==> src/rtl/butterfly_pipe_if.sv <==
// rtl/butterfly_pipe_if.sv - sample/result handshake bundle for the radix-2 butterfly
interface butterfly_pipe_if #(
    parameter int DATA_W = 16,
    parameter int TW_W   = 16,
    parameter int TAG_W  = 8
);
    logic                     in_valid;
    logic                     in_ready;
    logic signed [DATA_W-1:0] a_re;
    logic signed [DATA_W-1:0] a_im;
    logic signed [DATA_W-1:0] b_re;
    logic signed [DATA_W-1:0] b_im;
    logic signed [TW_W-1:0]   tw_re;
    logic signed [TW_W-1:0]   tw_im;
    logic                     inv;
    logic                     scale;
    logic [TAG_W-1:0]         tag_in;
    logic                     out_valid;
    logic                     out_ready;
    logic signed [DATA_W-1:0] y_re;
    logic signed [DATA_W-1:0] y_im;
    logic signed [DATA_W-1:0] z_re;
    logic signed [DATA_W-1:0] z_im;
    logic                     ovf;
    logic [TAG_W-1:0]         tag_out;

    modport master (
        output in_valid, a_re, a_im, b_re, b_im, tw_re, tw_im, inv, scale, tag_in, out_ready,
        input  in_ready, out_valid, y_re, y_im, z_re, z_im, ovf, tag_out
    );

    modport slave (
        input  in_valid, a_re, a_im, b_re, b_im, tw_re, tw_im, inv, scale, tag_in, out_ready,
        output in_ready, out_valid, y_re, y_im, z_re, z_im, ovf, tag_out
    );
endinterface

==> src/rtl/butterfly_pipe.sv <==
// rtl/butterfly_pipe.sv - pipelined radix-2 DIT butterfly y=a+bW, z=a-bW, 4-cycle latency
// Macro BFLY_SATURATE_EN: clamp out-of-range results instead of wrapping.
module butterfly_pipe #(
    parameter int DATA_W = 16,
    parameter int TW_W   = 16,
    parameter int TAG_W  = 8
) (
    input  logic             clk,
    input  logic             rst,
    butterfly_pipe_if.slave  bus
);
    localparam int PW = DATA_W + TW_W + 1;
    localparam int SW = PW + 1;
    localparam int RW = DATA_W + 2;

    localparam logic signed [SW-1:0] C_RND = {{(SW-TW_W+1){1'b0}}, 1'b1, {(TW_W-2){1'b0}}};
    localparam logic signed [RW-1:0] C_ONE = {{(RW-1){1'b0}}, 1'b1};
    localparam logic signed [RW-1:0] C_MAX = {3'b000, {(DATA_W-1){1'b1}}};
    localparam logic signed [RW-1:0] C_MIN = {3'b111, {(DATA_W-1){1'b0}}};

    logic                     r_s1_valid, r_s2_valid, r_s3_valid, r_s4_valid, r_s5_valid;
    logic                     r_s1_inv, r_s2_inv, r_s3_inv, r_s4_inv;
    logic                     r_s1_scale, r_s2_scale, r_s3_scale, r_s4_scale;
    logic [TAG_W-1:0]         r_s1_tag, r_s2_tag, r_s3_tag, r_s4_tag, r_s5_tag;
    logic signed [DATA_W-1:0] r_s1_a_re, r_s1_a_im, r_s2_a_re, r_s2_a_im, r_s3_a_re, r_s3_a_im;
    logic signed [DATA_W-1:0] r_s1_b_re, r_s1_b_im;
    logic signed [TW_W:0]     r_s1_tw_re, r_s1_tw_im;
    logic signed [PW-1:0]     r_s2_p_rr, r_s2_p_ii, r_s2_p_ri, r_s2_p_ir;
    logic signed [RW-1:0]     r_s3_bt_re, r_s3_bt_im;
    logic signed [RW-1:0]     r_s4_y_re, r_s4_y_im, r_s4_z_re, r_s4_z_im;
    logic signed [DATA_W-1:0] r_s5_y_re, r_s5_y_im, r_s5_z_re, r_s5_z_im;
    logic                     r_s5_ovf;

    logic                     w_en;
    logic                     w_accept;
    logic signed [TW_W:0]     w_tw_re_ext, w_tw_im_ext;
    logic signed [PW-1:0]     w_b_re_x, w_b_im_x, w_tw_re_x, w_tw_im_x;
    logic signed [SW-1:0]     w_re_rnd, w_im_rnd;
    logic [DATA_W:0]          w_fy_re, w_fy_im, w_fz_re, w_fz_im;
    logic                     w_unused;

    // Optional /2 with round half-up, then range check; returns {ovf, result}.
    function automatic logic [DATA_W:0] f_fit(input logic signed [RW-1:0] x, input logic sc);
        logic signed [RW-1:0] s;
        logic                 o;
        logic [DATA_W-1:0]    v;
        s = sc ? ((x + C_ONE) >>> 1) : x;
        o = (s > C_MAX) || (s < C_MIN);
`ifdef BFLY_SATURATE_EN
        v = !o ? s[DATA_W-1:0] : (s[RW-1] ? C_MIN[DATA_W-1:0] : C_MAX[DATA_W-1:0]);
`else
        v = s[DATA_W-1:0];
`endif
        return {o, v};
    endfunction

    assign w_en         = !r_s5_valid || bus.out_ready;
    assign w_accept     = bus.in_valid && w_en;
    assign bus.in_ready = w_en;

    // One extra bit so that negating -1.0 for the conjugate stays exact.
    assign w_tw_re_ext = {bus.tw_re[TW_W-1], bus.tw_re};
    assign w_tw_im_ext = {bus.tw_im[TW_W-1], bus.tw_im};

    assign w_b_re_x  = PW'(r_s1_b_re);
    assign w_b_im_x  = PW'(r_s1_b_im);
    assign w_tw_re_x = PW'(r_s1_tw_re);
    assign w_tw_im_x = PW'(r_s1_tw_im);

    assign w_re_rnd = SW'(r_s2_p_rr) - SW'(r_s2_p_ii) + C_RND;
    assign w_im_rnd = SW'(r_s2_p_ri) + SW'(r_s2_p_ir) + C_RND;

    assign w_fy_re = f_fit(r_s4_y_re, r_s4_scale);
    assign w_fy_im = f_fit(r_s4_y_im, r_s4_scale);
    assign w_fz_re = f_fit(r_s4_z_re, r_s4_scale);
    assign w_fz_im = f_fit(r_s4_z_im, r_s4_scale);

    assign w_unused = ^{r_s4_inv, w_re_rnd[SW-1], w_re_rnd[TW_W-2:0],
                        w_im_rnd[SW-1], w_im_rnd[TW_W-2:0]};

    always_ff @(posedge clk or posedge rst) begin
        if (rst) begin
            r_s1_valid <= 1'b0; r_s2_valid <= 1'b0; r_s3_valid <= 1'b0;
            r_s4_valid <= 1'b0; r_s5_valid <= 1'b0;
            r_s1_inv   <= 1'b0; r_s2_inv   <= 1'b0; r_s3_inv   <= 1'b0; r_s4_inv <= 1'b0;
            r_s1_scale <= 1'b0; r_s2_scale <= 1'b0; r_s3_scale <= 1'b0; r_s4_scale <= 1'b0;
            r_s1_tag   <= '0; r_s2_tag <= '0; r_s3_tag <= '0; r_s4_tag <= '0; r_s5_tag <= '0;
            r_s1_a_re  <= '0; r_s1_a_im <= '0; r_s2_a_re <= '0; r_s2_a_im <= '0;
            r_s3_a_re  <= '0; r_s3_a_im <= '0;
            r_s1_b_re  <= '0; r_s1_b_im <= '0; r_s1_tw_re <= '0; r_s1_tw_im <= '0;
            r_s2_p_rr  <= '0; r_s2_p_ii <= '0; r_s2_p_ri <= '0; r_s2_p_ir <= '0;
            r_s3_bt_re <= '0; r_s3_bt_im <= '0;
            r_s4_y_re  <= '0; r_s4_y_im <= '0; r_s4_z_re <= '0; r_s4_z_im <= '0;
            r_s5_y_re  <= '0; r_s5_y_im <= '0; r_s5_z_re <= '0; r_s5_z_im <= '0;
            r_s5_ovf   <= 1'b0;
        end else if (w_en) begin
            r_s1_valid <= w_accept;
            r_s1_inv   <= bus.inv;
            r_s1_scale <= bus.scale;
            r_s1_tag   <= bus.tag_in;
            r_s1_a_re  <= bus.a_re;
            r_s1_a_im  <= bus.a_im;
            r_s1_b_re  <= bus.b_re;
            r_s1_b_im  <= bus.b_im;
            r_s1_tw_re <= w_tw_re_ext;
            r_s1_tw_im <= bus.inv ? -w_tw_im_ext : w_tw_im_ext;

            r_s2_valid <= r_s1_valid;
            r_s2_inv   <= r_s1_inv;
            r_s2_scale <= r_s1_scale;
            r_s2_tag   <= r_s1_tag;
            r_s2_a_re  <= r_s1_a_re;
            r_s2_a_im  <= r_s1_a_im;
            r_s2_p_rr  <= w_b_re_x * w_tw_re_x;
            r_s2_p_ii  <= w_b_im_x * w_tw_im_x;
            r_s2_p_ri  <= w_b_re_x * w_tw_im_x;
            r_s2_p_ir  <= w_b_im_x * w_tw_re_x;

            r_s3_valid <= r_s2_valid;
            r_s3_inv   <= r_s2_inv;
            r_s3_scale <= r_s2_scale;
            r_s3_tag   <= r_s2_tag;
            r_s3_a_re  <= r_s2_a_re;
            r_s3_a_im  <= r_s2_a_im;
            r_s3_bt_re <= w_re_rnd[TW_W-1 +: RW];
            r_s3_bt_im <= w_im_rnd[TW_W-1 +: RW];

            r_s4_valid <= r_s3_valid;
            r_s4_inv   <= r_s3_inv;
            r_s4_scale <= r_s3_scale;
            r_s4_tag   <= r_s3_tag;
            r_s4_y_re  <= RW'(r_s3_a_re) + r_s3_bt_re;
            r_s4_y_im  <= RW'(r_s3_a_im) + r_s3_bt_im;
            r_s4_z_re  <= RW'(r_s3_a_re) - r_s3_bt_re;
            r_s4_z_im  <= RW'(r_s3_a_im) - r_s3_bt_im;

            r_s5_valid <= r_s4_valid;
            r_s5_tag   <= r_s4_tag;
            r_s5_y_re  <= w_fy_re[DATA_W-1:0];
            r_s5_y_im  <= w_fy_im[DATA_W-1:0];
            r_s5_z_re  <= w_fz_re[DATA_W-1:0];
            r_s5_z_im  <= w_fz_im[DATA_W-1:0];
            r_s5_ovf   <= w_fy_re[DATA_W] | w_fy_im[DATA_W] | w_fz_re[DATA_W] | w_fz_im[DATA_W];
        end
    end

    assign bus.out_valid = r_s5_valid;
    assign bus.y_re      = r_s5_y_re;
    assign bus.y_im      = r_s5_y_im;
    assign bus.z_re      = r_s5_z_re;
    assign bus.z_im      = r_s5_z_im;
    assign bus.ovf       = r_s5_ovf;
    assign bus.tag_out   = r_s5_tag;
endmodule

==> src/flat_wrapper.sv <==
// flat-port wrapper written by rule: the top's interface ports become plain ports
module butterfly_pipe_flat 
#(
    parameter int DATA_W = 16,
    parameter int TW_W   = 16,
    parameter int TAG_W  = 8
)
  (clk, rst, bus_in_valid, bus_a_re, bus_a_im, bus_b_re, bus_b_im, bus_tw_re, bus_tw_im, bus_inv, bus_scale, bus_tag_in, bus_out_ready, bus_in_ready, bus_out_valid, bus_y_re, bus_y_im, bus_z_re, bus_z_im, bus_ovf, bus_tag_out);
  butterfly_pipe_if #(.DATA_W(DATA_W), .TW_W(TW_W), .TAG_W(TAG_W)) bus_i ();
  input  logic clk;
  input  logic rst;
  input wire logic [$bits(bus_i.in_valid)-1:0] bus_in_valid;
  input wire logic [$bits(bus_i.a_re)-1:0] bus_a_re;
  input wire logic [$bits(bus_i.a_im)-1:0] bus_a_im;
  input wire logic [$bits(bus_i.b_re)-1:0] bus_b_re;
  input wire logic [$bits(bus_i.b_im)-1:0] bus_b_im;
  input wire logic [$bits(bus_i.tw_re)-1:0] bus_tw_re;
  input wire logic [$bits(bus_i.tw_im)-1:0] bus_tw_im;
  input wire logic [$bits(bus_i.inv)-1:0] bus_inv;
  input wire logic [$bits(bus_i.scale)-1:0] bus_scale;
  input wire logic [$bits(bus_i.tag_in)-1:0] bus_tag_in;
  input wire logic [$bits(bus_i.out_ready)-1:0] bus_out_ready;
  output wire logic [$bits(bus_i.in_ready)-1:0] bus_in_ready;
  output wire logic [$bits(bus_i.out_valid)-1:0] bus_out_valid;
  output wire logic [$bits(bus_i.y_re)-1:0] bus_y_re;
  output wire logic [$bits(bus_i.y_im)-1:0] bus_y_im;
  output wire logic [$bits(bus_i.z_re)-1:0] bus_z_re;
  output wire logic [$bits(bus_i.z_im)-1:0] bus_z_im;
  output wire logic [$bits(bus_i.ovf)-1:0] bus_ovf;
  output wire logic [$bits(bus_i.tag_out)-1:0] bus_tag_out;
  assign bus_i.in_valid = bus_in_valid;
  assign bus_i.a_re = bus_a_re;
  assign bus_i.a_im = bus_a_im;
  assign bus_i.b_re = bus_b_re;
  assign bus_i.b_im = bus_b_im;
  assign bus_i.tw_re = bus_tw_re;
  assign bus_i.tw_im = bus_tw_im;
  assign bus_i.inv = bus_inv;
  assign bus_i.scale = bus_scale;
  assign bus_i.tag_in = bus_tag_in;
  assign bus_i.out_ready = bus_out_ready;
  assign bus_in_ready = bus_i.in_ready;
  assign bus_out_valid = bus_i.out_valid;
  assign bus_y_re = bus_i.y_re;
  assign bus_y_im = bus_i.y_im;
  assign bus_z_re = bus_i.z_re;
  assign bus_z_im = bus_i.z_im;
  assign bus_ovf = bus_i.ovf;
  assign bus_tag_out = bus_i.tag_out;
  butterfly_pipe #(.DATA_W(DATA_W), .TW_W(TW_W), .TAG_W(TAG_W)) u_core (.clk(clk), .rst(rst), .bus(bus_i));
endmodule
==> config.mk <==
export PLATFORM = sky130hd
export DESIGN_NAME = butterfly_pipe_flat
export DESIGN_NICKNAME = d
export VERILOG_FILES = /design/src/rtl/butterfly_pipe_if.sv /design/src/rtl/butterfly_pipe.sv /design/src/flat_wrapper.sv
export SDC_FILE = /design/constraint.sdc
export NUM_CORES = 2
export LEC_CHECK = 0
export CORE_MARGIN = 5
export CORE_UTILIZATION = 59
export CTS_BUF_LIST = sky130_fd_sc_hd__clkbuf_16
export CTS_CLUSTER_DIAMETER = 120
export CTS_CLUSTER_SIZE = 40
export DETAILED_ROUTE_END_ITERATION = 10
export PLACE_DENSITY = 0.8
export SLEW_MARGIN = 20
export SYNTH_ARGS = -nofsm -noshare
export SYNTH_HDL_FRONTEND = slang
export SYNTH_SLANG_ARGS = --single-unit
==> constraint.sdc <==
create_clock -name clk -period 18.9 [get_ports clk]
set_input_delay 3.78 -clock clk [delete_from_list [all_inputs] [get_ports clk]]
set_output_delay 3.78 -clock clk [all_outputs]
set_load 0.02 [all_outputs]
==> key figures <==
Outcome
  • Status: completed

Timing
  • Slew of the pin with the lowest slew margin: between 1000 and 1500 ps
  • Setup_tns: 0 ps
  • Setup violators final: 0
  • Rel. slew slack: 0.227
  • Slew Viols, Final: 0
  • Period minus WS final: around 10000 ps
  • Unrepaired setup endpoints after global routing: false
  • Max Fclk: 100 MHz
  • Final period utilization: 0.528
  • Hold Fails Final Rpt: 0
  • Worst clock skew: 85.0 ps

Floorplanning
  • Initial Utilization: 0.594
  • Die Y: roughly 350 um
  • Die X: 346 um
  • Total die area: ~120000 um2
  • Ports: roughly 190
  • Core Rows: 123
  • Core area: 112000 um2

Critical path
  • Reg2Reg Setup Slack: 11210 ps
  • Worst Path Required: 15120 ps
  • Reg-to-reg endpoint: u_core.r_s2_p_rr[30]
  • Critical Path Start Type: input pin
  • Crit path capture type: primary output
  • Crit path arrival time: 6190 ps
  • Reg2reg start: u_core.r_s1_tw_re[15]
  • Worst Path Max Fanout: roughly 180
  • CP Class: input pin to primary output
  • FF-to-FF path depth: 22

Placement
  • Gpl congestion: 0.894
  • Port bufs: 184
  • Post-detail-place hpwl: 121000 um

Clock network
  • CTS tree: done
  • CTS clk-pin slew, worst paths: 140 ps
  • H-tree levels: 1
  • Setup Fix Bufs, Post-CTS: 0
  • # hold bufs at CTS: 0
  • Post-cts resize count: 0
  • Max clock buf depth: 3
  • TritonCTS Buffers: 24
  • Clk sink count: 511
  • Worst-skew pair later-pin latency: 690 ps
  • Root Buffer: clkbuf_16

Yosys
  • Top FF cell, synth: dfrtp_1
  • Adder-Cell Fraction of Synth Area: 0.423
  • Cell variety after synth: 89
  • #FFs+latches synth: ~500
  • Mapped Nets: just over 9000
  • Largest family of logic cells by synthesized area: adder cells
  • EDFF count, synth: 0
  • Compound-gate portion of the synthesized area: 0.0861
  • Synth Area in XOR/XNOR: 0.0327
  • Avg Inst Size Synth: 8.94 um2
  • Mux cell area share after synthesis: 0.00261
  • Mapped Cells: about 7500
  • Share of synthesized registers carrying an async set or reset: 1.00
  • Post-Syn Area: approximately 67000 um2
  • Largest cells by area after synthesis: fa_1 32%, dfrtp_1 19%, ha_1 9.9%
  • Synth top area share: 0.324
  • YS warnings: 0
  • Simple-gate share of the synthesized area: 0.169
  • Register area share after synthesis: 0.192
  • Area leader, netlist: fa_1

Route
  • Drt first-iter violations: 4028
  • Avg WL per Cell: 17.8 um
  • Vias: between 40000 and 50000
  • Drt drc: 0
  • Vias/cell: 5.60
  • DR pass1 iterations: 6
  • DRT antenna net count: 0
  • Total wire length: ~160000 um

Min path
  • Hold Path End: u_core.r_s2_tag[1]
  • HP Class: register to register
  • Hold Path Origin: u_core.r_s1_tag[1]
  • Number of cells on the worst hold path: 2

Final layout
  • FILL cells: about 9100
  • Layout Nets: roughly 9100
  • Layout cells sized above 1: 0.0224
  • Area Overhead vs Synth: 5.89%

GRT
  • Vias in the first global route: 51700
  • Global-route wire length before repair: between 200000 and 300000 um
  • Total gr overflow: 0
  • Initial antenna violation count: 3
  • Total GRT Usage: 0.268
  • Largest net degree at the start of global routing: 231

Flow run
  • Max-Cap Viols: 0
[area by class of cell]
class | instances | area [um2] | area share
inverters | 1316 | 4950 | 0.0702
diodes | 1 | 2.50 | 0.0000354
clock inverters | 15 | 363 | 0.00514
flip-flops and latches | 511 | 12800 | 0.181
repair buffers | 253 | 2410 | 0.0341
clock buffers | 24 | 601 | 0.00850
well taps | 1500 | 1880 | 0.0266
multi-input cells | 5279 | 47600 | 0.674
[cells in the final DEF (no fill, tap or decap), types with 33 or more instances in the layout]
master,instances
a211oi_1,53
a21o_1,92
a21oi_1,313
and2_1,506
and3_1,33
buf_4,65
clkdlybuf4s50_1,184
dfrtp_1,500
fa_1,1080
ha_1,527
inv_1,1313
nand2_1,1357
nand2b_1,55
nand3_1,55
nor2_1,288
nor3_1,49
o21ai_0,253
o21bai_1,35
o31ai_1,43
xnor2_1,155
xor2_1,94
[cells by family (layout without fill, tap and decap cells)]
family,Yosys count,in the layout
other,0,1
multiplexers,17,17
XOR/XNOR,249,249
AO/OA/AOI/OAI,936,936
adder cells (fa/ha/maj),1607,1607
buffers and inverters,1671,1608
flip-flops,511,511
AND/OR/NAND/NOR,2470,2470
[sequential cells by signal, summed over array words and instances, names as in the netlist, 17 cells and up]
| signal | cells |
|---|---|
| u_core.r_s2_p_ii | 33 |
| u_core.r_s2_p_ri | 33 |
| u_core.r_s2_p_ir | 32 |
| u_core.r_s2_p_rr | 32 |
| u_core.r_s3_bt_im | 18 |
| u_core.r_s3_bt_re | 18 |
| u_core.r_s4_z_im | 18 |
| u_core.r_s4_z_re | 18 |
| u_core.r_s1_tw_im | 17 |
| u_core.r_s4_y_im | 17 |
| u_core.r_s4_y_re | 17 |
[cell usage after synthesis (11+ instances only)]
cell type	n
a211oi_1	53
a21o_1	92
a21oi_1	313
a31oi_1	25
and2_1	506
and3_1	33
buf_1	15
clkbuf_1	336
dfrtp_1	511
fa_1	1080
ha_1	527
inv_1	1314
mux2i_1	14
nand2_1	1357
nand2b_1	55
nand3_1	55
nand4_1	19
nor2_1	288
nor2b_1	24
nor3_1	49
nor3b_1	11
o21a_1	23
o21ai_0	253
o21bai_1	35
o31ai_1	43
or2_2	12
or3_1	21
xnor2_1	155
xor2_1	94
[per-layer routing]
layer / vias up / part of all wire / wire length [um] / GRT usage
li1: 22700 / - / - / -
met1: 25000 / 0.40 / 63200 / 0.359
met2: 1749 / 0.47 / 75300 / 0.441
met3: 370 / 0.073 / 11500 / 0.0348
met4: 2 / 0.056 / 8820 / 0.119
met5: - / 0.000082 / 13 / 0
[critical path, cell delays in order]
cell,delay (ps)
clkdlybuf4s50_1,450
nor2b_4,150
buf_12,530
inv_8,390
clkdlybuf4s50_1,690
[metrics by stage]
stage          instances  utilization  setup slack (ps)  hold WS, ps  instance area, um2
6_report            8899        0.629              8930          436               70600
5_1_grt             8898        0.629              8830          457               70600
4_1_cts             8898        0.629              8970          442               70600
3_5_place_dp        8859        0.620              8980          447               69600
3_3_place_gp        8859        0.620              9000          441               69600
2_1_floorplan       7461            -               849          430               66700
[worst max-delay path by stage]
stage,start,to
floorplan,rst,u_core.bus.out_valid
global placement,bus_out_ready,bus_in_ready
detailed placement,bus_out_ready,bus_in_ready
CTS,bus_out_ready,bus_in_ready
global route,bus_out_ready,bus_in_ready
finish,bus_out_ready,bus_in_ready
Power is left out: the tool's default activity adds up to more than one toggle a clock period on the data nets, which glitch-free logic cannot reach.
